--- src/rtl/keypad_pkg.sv ---
// Shared types and constants for the 4x4 keypad scanner: FSM states, scan
// classification and the column/row to hex key map.
package keypad_pkg;

  typedef enum logic [1:0] {
    ST_IDLE,
    ST_DEBOUNCE,
    ST_PRESSED,
    ST_RELEASE
  } kp_state_e;

  typedef enum logic [1:0] {
    CLS_NONE,
    CLS_SINGLE,
    CLS_MULTI
  } scan_class_e;

  typedef struct packed {
    scan_class_e cls;
    logic [3:0]  code;
  } scan_result_t;

  localparam logic [3:0] COL_RESET = 4'b1110;

  // Indexed by {col,row}: col0 = 1,4,7,0 ... col3 = A,B,C,D
  localparam logic [3:0] KEY_MAP [16] = '{
    4'h1, 4'h4, 4'h7, 4'h0,
    4'h2, 4'h5, 4'h8, 4'hF,
    4'h3, 4'h6, 4'h9, 4'hE,
    4'hA, 4'hB, 4'hC, 4'hD
  };

  function automatic scan_result_t classify(input logic [15:0] pressed);
    scan_result_t res;
    int unsigned  hits;
    res.cls  = CLS_NONE;
    res.code = 4'h0;
    hits     = 0;
    for (int i = 0; i < 16; i++) begin
      if (pressed[i[3:0]]) begin
        hits++;
        res.code = KEY_MAP[i[3:0]];
      end
    end
    if (hits == 1) begin
      res.cls = CLS_SINGLE;
    end else if (hits > 1) begin
      res.cls = CLS_MULTI;
    end
    return res;
  endfunction

endpackage

--- src/rtl/keypad_scanner_if.sv ---
// Pin and key-output bundle of the keypad scanner; master is the scanner,
// slave is the board/consumer side.
interface keypad_scanner_if;
  logic [3:0]  kpCol;
  logic [3:0]  kpRow;
  logic        bufClear;
  logic [3:0]  keyCode;
  logic        keyValid;
  logic        keyHeld;
  logic [31:0] keyBuffer;

  modport master (
    output kpCol, keyCode, keyValid, keyHeld, keyBuffer,
    input  kpRow, bufClear
  );

  modport slave (
    input  kpCol, keyCode, keyValid, keyHeld, keyBuffer,
    output kpRow, bufClear
  );
endinterface

--- src/rtl/clockDividerHB2.sv ---
// Free-running divider: counts 0..THRESHOLD-1 and raises beat for the one
// cycle the count sits at THRESHOLD-1. beat is a clock enable, not a clock.
module clockDividerHB2 #(
  parameter int THRESHOLD = 125_000
) (
  input  logic clk,
  input  logic reset,
  output logic beat
);

  localparam int CNT_W = (THRESHOLD > 1) ? $clog2(THRESHOLD) : 1;
  localparam logic [CNT_W-1:0] LAST = CNT_W'(THRESHOLD - 1);

  logic [CNT_W-1:0] count_q, count_d;

  assign beat = (count_q == LAST);

  always_comb begin
    count_d = count_q + CNT_W'(1);
    if (beat) begin
      count_d = '0;
    end
  end

  always_ff @(posedge clk) begin
    if (reset) begin
      count_q <= '0;
    end else begin
      count_q <= count_d;
    end
  end

endmodule

--- src/rtl/keypad_debounce_fsm.sv ---
// Scan-rate debounce FSM: turns per-scan classifications into accepted keys.
// KEYPAD_AUTOREPEAT_EN adds held-key auto-repeat pulses in PRESSED.
module keypad_debounce_fsm
  import keypad_pkg::*;
#(
  parameter int DEBOUNCE_SCANS = 4
`ifdef KEYPAD_AUTOREPEAT_EN
  ,
  parameter int REPEAT_DELAY_SCANS = 100,
  parameter int REPEAT_RATE_SCANS  = 25
`endif
) (
  input  logic        clk,
  input  logic        reset,
  input  logic        scan_end_i,
  input  scan_class_e class_i,
  input  logic [3:0]  code_i,
  output logic        accept_o,
  output logic [3:0]  code_o,
  output logic        held_o
);

  localparam logic [3:0] DEB_TARGET = 4'(DEBOUNCE_SCANS);

  kp_state_e  state_q, state_d;
  logic [3:0] cnt_q, cnt_d;
  logic [3:0] cand_q, cand_d;

`ifdef KEYPAD_AUTOREPEAT_EN
  localparam int RPT_MAX = (REPEAT_DELAY_SCANS > REPEAT_RATE_SCANS) ?
                           REPEAT_DELAY_SCANS : REPEAT_RATE_SCANS;
  localparam int RPT_W = $clog2(RPT_MAX + 1);
  localparam logic [RPT_W-1:0] RPT_FIRST = RPT_W'(REPEAT_DELAY_SCANS);
  localparam logic [RPT_W-1:0] RPT_NEXT  = RPT_W'(REPEAT_RATE_SCANS);

  logic [RPT_W-1:0] rpt_cnt_q, rpt_cnt_d;
  logic             rpt_first_q, rpt_first_d;
`endif

  assign held_o = (state_q == ST_PRESSED) || (state_q == ST_RELEASE);
  assign code_o = cand_d;

  always_comb begin
    state_d  = state_q;
    cnt_d    = cnt_q;
    cand_d   = cand_q;
    accept_o = 1'b0;
`ifdef KEYPAD_AUTOREPEAT_EN
    rpt_cnt_d   = rpt_cnt_q;
    rpt_first_d = rpt_first_q;
    // Repeat timing restarts whenever a new press is being qualified
    if ((state_q == ST_IDLE) || (state_q == ST_DEBOUNCE)) begin
      rpt_cnt_d   = '0;
      rpt_first_d = 1'b1;
    end
`endif
    if (scan_end_i) begin
      case (state_q)
        ST_IDLE: begin
          if (class_i == CLS_SINGLE) begin
            cand_d = code_i;
            cnt_d  = 4'd1;
            if (DEB_TARGET <= 4'd1) begin
              state_d  = ST_PRESSED;
              accept_o = 1'b1;
            end else begin
              state_d = ST_DEBOUNCE;
            end
          end
        end
        ST_DEBOUNCE: begin
          if ((class_i == CLS_SINGLE) && (code_i == cand_q)) begin
            cnt_d = cnt_q + 4'd1;
            if (cnt_d >= DEB_TARGET) begin
              state_d  = ST_PRESSED;
              accept_o = 1'b1;
            end
          end else begin
            state_d = ST_IDLE;
          end
        end
        ST_PRESSED: begin
          if (class_i == CLS_NONE) begin
            cnt_d = 4'd1;
            if (DEB_TARGET <= 4'd1) begin
              state_d = ST_IDLE;
            end else begin
              state_d = ST_RELEASE;
            end
          end
`ifdef KEYPAD_AUTOREPEAT_EN
          else begin
            rpt_cnt_d = rpt_cnt_q + RPT_W'(1);
            if (rpt_cnt_d == (rpt_first_q ? RPT_FIRST : RPT_NEXT)) begin
              accept_o    = 1'b1;
              rpt_cnt_d   = '0;
              rpt_first_d = 1'b0;
            end
          end
`endif
        end
        ST_RELEASE: begin
          if (class_i == CLS_NONE) begin
            cnt_d = cnt_q + 4'd1;
            if (cnt_d >= DEB_TARGET) begin
              state_d = ST_IDLE;
            end
          end else begin
            state_d = ST_PRESSED;
          end
        end
        default: state_d = ST_IDLE;
      endcase
    end
  end

  always_ff @(posedge clk) begin
    if (reset) begin
      state_q <= ST_IDLE;
      cnt_q   <= '0;
      cand_q  <= '0;
`ifdef KEYPAD_AUTOREPEAT_EN
      rpt_cnt_q   <= '0;
      rpt_first_q <= 1'b1;
`endif
    end else begin
      state_q <= state_d;
      cnt_q   <= cnt_d;
      cand_q  <= cand_d;
`ifdef KEYPAD_AUTOREPEAT_EN
      rpt_cnt_q   <= rpt_cnt_d;
      rpt_first_q <= rpt_first_d;
`endif
    end
  end

endmodule

--- src/rtl/keypad_scanner.sv ---
// 4x4 matrix keypad scanner: column drive, row sampling, debounce and a
// 4-byte key history. KEYPAD_AUTOREPEAT_EN enables held-key auto-repeat.
module keypad_scanner
  import keypad_pkg::*;
#(
  parameter int SCAN_THRESHOLD = 125_000,
  parameter int DEBOUNCE_SCANS = 4
`ifdef KEYPAD_AUTOREPEAT_EN
  ,
  parameter int REPEAT_DELAY_SCANS = 100,
  parameter int REPEAT_RATE_SCANS  = 25
`endif
) (
  input  logic             clk,
  input  logic             reset,
  keypad_scanner_if.master kp
);

  logic [3:0]   row_meta_q, row_sync_q;
  logic         scan_tick;
  logic         scan_end;
  logic [3:0]   col_q;
  logic [1:0]   col_idx_q;
  logic [11:0]  snap_q;
  logic [15:0]  snap_full;
  scan_result_t scan_res;
  logic         accept;
  logic [3:0]   accept_code;
  logic         held;
  logic         key_valid_q;
  logic [3:0]   key_code_q;
  logic [31:0]  key_buf_q, key_buf_d;

  // Rows are asynchronous to clk
  always_ff @(posedge clk) begin
    if (reset) begin
      row_meta_q <= 4'hF;
      row_sync_q <= 4'hF;
    end else begin
      row_meta_q <= kp.kpRow;
      row_sync_q <= row_meta_q;
    end
  end

  clockDividerHB2 #(
    .THRESHOLD(SCAN_THRESHOLD)
  ) u_scan_div (
    .clk  (clk),
    .reset(reset),
    .beat (scan_tick)
  );

  // Snapshot holds pressed=1 for cols 0..2; col3 is merged live at scan end
  always_ff @(posedge clk) begin
    if (reset) begin
      col_q     <= COL_RESET;
      col_idx_q <= 2'd0;
      snap_q    <= '0;
    end else if (scan_tick) begin
      col_q     <= {col_q[2:0], col_q[3]};
      col_idx_q <= col_idx_q + 2'd1;
      case (col_idx_q)
        2'd0:    snap_q[3:0]  <= ~row_sync_q;
        2'd1:    snap_q[7:4]  <= ~row_sync_q;
        2'd2:    snap_q[11:8] <= ~row_sync_q;
        default: ;
      endcase
    end
  end

  assign scan_end  = scan_tick && (col_idx_q == 2'd3);
  assign snap_full = {~row_sync_q, snap_q};
  assign scan_res  = classify(snap_full);

  keypad_debounce_fsm #(
    .DEBOUNCE_SCANS(DEBOUNCE_SCANS)
`ifdef KEYPAD_AUTOREPEAT_EN
    ,
    .REPEAT_DELAY_SCANS(REPEAT_DELAY_SCANS),
    .REPEAT_RATE_SCANS (REPEAT_RATE_SCANS)
`endif
  ) u_fsm (
    .clk       (clk),
    .reset     (reset),
    .scan_end_i(scan_end),
    .class_i   (scan_res.cls),
    .code_i    (scan_res.code),
    .accept_o  (accept),
    .code_o    (accept_code),
    .held_o    (held)
  );

  // A clear coinciding with an acceptance empties history before the shift
  always_comb begin
    key_buf_d = key_buf_q;
    if (accept) begin
      key_buf_d = {(kp.bufClear ? 24'h0 : key_buf_q[23:0]), 4'h0, accept_code};
    end else if (kp.bufClear) begin
      key_buf_d = '0;
    end
  end

  always_ff @(posedge clk) begin
    if (reset) begin
      key_valid_q <= 1'b0;
      key_code_q  <= 4'h0;
      key_buf_q   <= '0;
    end else begin
      key_valid_q <= accept;
      key_buf_q   <= key_buf_d;
      if (accept) begin
        key_code_q <= accept_code;
      end
    end
  end

  assign kp.kpCol     = col_q;
  assign kp.keyCode   = key_code_q;
  assign kp.keyValid  = key_valid_q;
  assign kp.keyHeld   = held;
  assign kp.keyBuffer = key_buf_q;

endmodule

--- src/flat_wrapper.sv ---
// flat-port wrapper written by rule: the top's interface ports become plain ports
module keypad_scanner_flat import keypad_pkg::*;
#(
  parameter int SCAN_THRESHOLD = 125_000,
  parameter int DEBOUNCE_SCANS = 4

)
  (clk, reset, kp_kpCol, kp_keyCode, kp_keyValid, kp_keyHeld, kp_keyBuffer, kp_kpRow, kp_bufClear);
  keypad_scanner_if kp_i ();
  input  logic clk;
  input  logic reset;
  output wire logic [$bits(kp_i.kpCol)-1:0] kp_kpCol;
  output wire logic [$bits(kp_i.keyCode)-1:0] kp_keyCode;
  output wire logic [$bits(kp_i.keyValid)-1:0] kp_keyValid;
  output wire logic [$bits(kp_i.keyHeld)-1:0] kp_keyHeld;
  output wire logic [$bits(kp_i.keyBuffer)-1:0] kp_keyBuffer;
  input wire logic [$bits(kp_i.kpRow)-1:0] kp_kpRow;
  input wire logic [$bits(kp_i.bufClear)-1:0] kp_bufClear;
  assign kp_kpCol = kp_i.kpCol;
  assign kp_keyCode = kp_i.keyCode;
  assign kp_keyValid = kp_i.keyValid;
  assign kp_keyHeld = kp_i.keyHeld;
  assign kp_keyBuffer = kp_i.keyBuffer;
  assign kp_i.kpRow = kp_kpRow;
  assign kp_i.bufClear = kp_bufClear;
  keypad_scanner #(.SCAN_THRESHOLD(SCAN_THRESHOLD), .DEBOUNCE_SCANS(DEBOUNCE_SCANS)) u_core (.clk(clk), .reset(reset), .kp(kp_i));
endmodule
--- config.mk ---
export PLATFORM = sky130hd
export DESIGN_NAME = keypad_scanner_flat
export DESIGN_NICKNAME = d
export VERILOG_FILES = /design/src/rtl/keypad_pkg.sv /design/src/rtl/keypad_scanner_if.sv /design/src/rtl/clockDividerHB2.sv /design/src/rtl/keypad_debounce_fsm.sv /design/src/rtl/keypad_scanner.sv /design/src/flat_wrapper.sv
export SDC_FILE = /design/constraint.sdc
export NUM_CORES = 1
export LEC_CHECK = 0
export ABC_CLOCK_PERIOD_IN_PS = 11000
export BUFFER_PORTS_ARGS = -buffer_cell sky130_fd_sc_hd__buf_2
export CORE_ASPECT_RATIO = 1.2
export CORE_MARGIN = 4
export CORE_UTILIZATION = 55
export CTS_CLUSTER_SIZE = 25
export DETAILED_ROUTE_END_ITERATION = 10
export GPL_TIMING_DRIVEN = 0
export PLACE_DENSITY_LB_ADDON = 0.1
export SETUP_SLACK_MARGIN = 0.1
export SYNTH_ARGS = -nofsm -noshare
export SYNTH_HDL_FRONTEND = slang
export SYNTH_SLANG_ARGS = --single-unit
--- constraint.sdc ---
create_clock -name clk -period 11 [get_ports clk]
set_input_delay 0 -clock clk [delete_from_list [all_inputs] [get_ports clk]]
set_output_delay 0 -clock clk [all_outputs]
set_load 0.02 [all_outputs]
==> impl_metrics.yaml <==
final_layout:
  drive_above_1_share_pct: 16.9
  fillers: 875
  final_util_pct: 65.7
  largest_reg_flops: 17
  top_register: "u_core.u_scan_div.count_q"
  stdcell_area_um2: 6580
  fin_nets: 796
  area_delta_synth_final_pct: 17.0
  diodes: 0
synth:
  seq_area_frac_synth_pct: 26.4
  async_reset_ff_share_pct: 0
  ys_types: 82
  syn_inst: 694
  synth.area.top_cells: "dfxtp_1 26%, nor2_1 5.4%, ha_1 5.1%"
  synthFlopType: "dfxtp_1"
  synth.cell_area_um2: 5620
  ys_ff_latch: 74
  synth_edf_count: 0
  synth-warning-count: 0
  synth.top_cell.area_share_pct: 26.4
  yosysTopAreaCell: "dfxtp_1"
  avgSynthCellArea_um2: 8.09
critical_path:
  crit_fanout: 10
  required_ns: 11.20
  crit_path_end_kind: "flip-flop"
  worst_ep_arrival_time_ns: 10.56
  cp-start-kind: "flip-flop"
  timing.critical_path.buf_inv: 8
  cpLargestDelayFamily: "adder cells"
  path_common_cell: "ha_1"
  cp_slowest_cell: "xor3_2"
  cp_slowest_stage_delay_ns: 0.42
  path_class: "flip-flop to flip-flop"
sta:
  setup_viol: 0
  worst_slew_pin_slew_ns: 0.702
  rsz0062_at_grt: "no"
  slew_headroom_pct: 52.9
  min_period_over_period_pct: 94.2
  clock_skew_ns: 0.00520
  fin_ws_ns: 0.643
  fin_hold_ws_ns: 0.182
  clock.fmax_mhz: 96.6
  min_period_ns: 10.36
  drv_slew: 0
  hold_viol: 0
power:
  power.leakage_nw: 2.59
  ir_worst_vdd_v: 0.000107
  p_per_area_nw_per_um2: 97.2
placement:
  placed_area_um2: 5990
  port_buffers: 31
  place_ws_ns: -0.325
  globalplace.congestion: 0.887
  dp_hpwl_um: 9800
die:
  fp.dieW_um: 100
  die_h_um: 119
  start_util_pct: 56.1
  rows: 40
  pin_count: 49
  die-area_um2: 11900
  core-area_um2: 10000
detailed_routing:
  dr.pass1.iters: 5
  wl_per_cell_um: 14.3
  ant_nets: 0
  drt-total-wl_um: 12800
  drc: 0
  drt_iter0_drc: 189
  vias_per_cell: 5.65
  via_count: 5066
global_route:
  grt-ovfl-total: 0
  antenna_found_initial: 0
  grt_pass1_vias: 4819
  grt_max_degree: 13
  grt_pass1_wl_um: 21500
  grt_use_total_pct: 21.5
worst_hold_path:
  hold_path_class: "input port to flip-flop"
status:
  status: "finished, final reports clean"
clocking:
  cts_sinks: 74
  clkLatencyLatePin_ns: 0.33
  cts_buffer_depth: 2
  clockRootBuffer: "clkbuf_16"
  cts_made_buffers: 9
  tritoncts: "yes"
  ctsHtreeMaxLevel: 3
  clk_pin_slew_ns: 0.06
job:
  cap_viol_max_count: 0
==> layer usage <==
layer / routed length (µm) / track usage [%] / vias up
met2: 6590 / 37.9 / 101
met3: 430 / 3.31 / 14
met4: 220 / 7.33 / 0
li1: - / - / 2592
met5: 0 / 0 / -
met1: 5540 / 26.1 / 2359
==> cell families after synthesis <==
family / after synthesis / synth area share [%]
multiplexers: 20 / 3.63
buffers and inverters: 69 / 5.86
AND/OR/NAND/NOR: 294 / 26.8
XOR/XNOR: 63 / 12.8
adder cells (fa/ha/maj): 24 / 5.30
flip-flops: 74 / 26.4
AO/OA/AOI/OAI: 149 / 19.1
other: 1 / 0.0668
==> area by class of cell <==
class	count	area (µm²)	area share (%)
flip-flops and latches	74	1480	22.6
multi-input cells	566	3980	60.5
well taps	126	158	2.40
clock buffers	10	239	3.63
inverters	23	86.3	1.31
repair buffers	46	284	4.32
plain buffers	46	245	3.73
clock inverters	5	103	1.56
==> through the flow <==
step | power (mW) | std cells | TNS (ns)
finish | 0.639 | 896 | 0
global route | 0.661 | 896 | 0
CTS | 0.643 | 888 | 0
detailed placement | 0.309 | 866 | -4.98
global placement | 0.308 | 866 | -0.0713
floorplan | 0.303 | 709 | 0
==> where the power goes <==
part	internal [mW]	total [mW]	leakage, nW	switching (mW)
sequential	0.270	0.272	0.600	0.00140
combinational	0.0139	0.0358	1.82	0.0219
clock	0.226	0.332	0.165	0.106
==> Yosys cell counts (all sizes together) (4+ instances only) <==
cell type and number:
or3 6, a21oi 29, ha 23, and2 12
nor2 81, xnor2 34, nand4 7, nor3b 5
buf 22, clkbuf 24, o22ai 4, mux2i 17
and3 13, or2 16, a21o 7, a31oi 6
nand2b 10, xor2 22, xnor3 5, a211oi 21
dfxtp 74, nor3 21, o31ai 5, inv 23
nand2 67, nor2b 13, o211ai 10, o32ai 5
nand3 24, nor4 5, a21boi 5, o21ai 23
==> final timing paths <==
path / cells past startpoint / slack, ns / start / end
setup / recovery: 54 / 0.64 / u_core.snap_q[0] / u_core.kp.keyBuffer[26]
hold reg to reg: 1 / 0.41 / u_core.row_meta_q[1] / u_core.row_sync_q[1]
hold / removal: 2 / 0.18 / reset / u_core.u_fsm.cnt_q[2]
setup reg to reg: 54 / 0.64 / u_core.snap_q[0] / u_core.kp.keyBuffer[26]
==> repair_timing <==
item / 4_1_cts / 5_1_grt
gates resized for setup: 3 / 20
cloned: 0 / 1
pin swaps: 2 / 4
hold buffers: 5 / 0
hold endpoints to repair: 6 / 0
buffers inserted: 2 / 7
setup endpoints to repair: 28 / 31
==> layout by cell type, fill, tap and decap left out, types with 22 or more instances in the layout <==
cell type / Yosys / layout
dfxtp_1: 74 / 72
inv_1: 23 / 22
nand3_1: 24 / 24
buf_4: 16 / 25
nand2_1: 67 / 66
clkbuf_1: 24 / 24
buf_2: 2 / 32
xnor2_1: 31 / 31
nor2_1: 81 / 81
a21oi_1: 28 / 26
(Power assumes the default switching activity.)
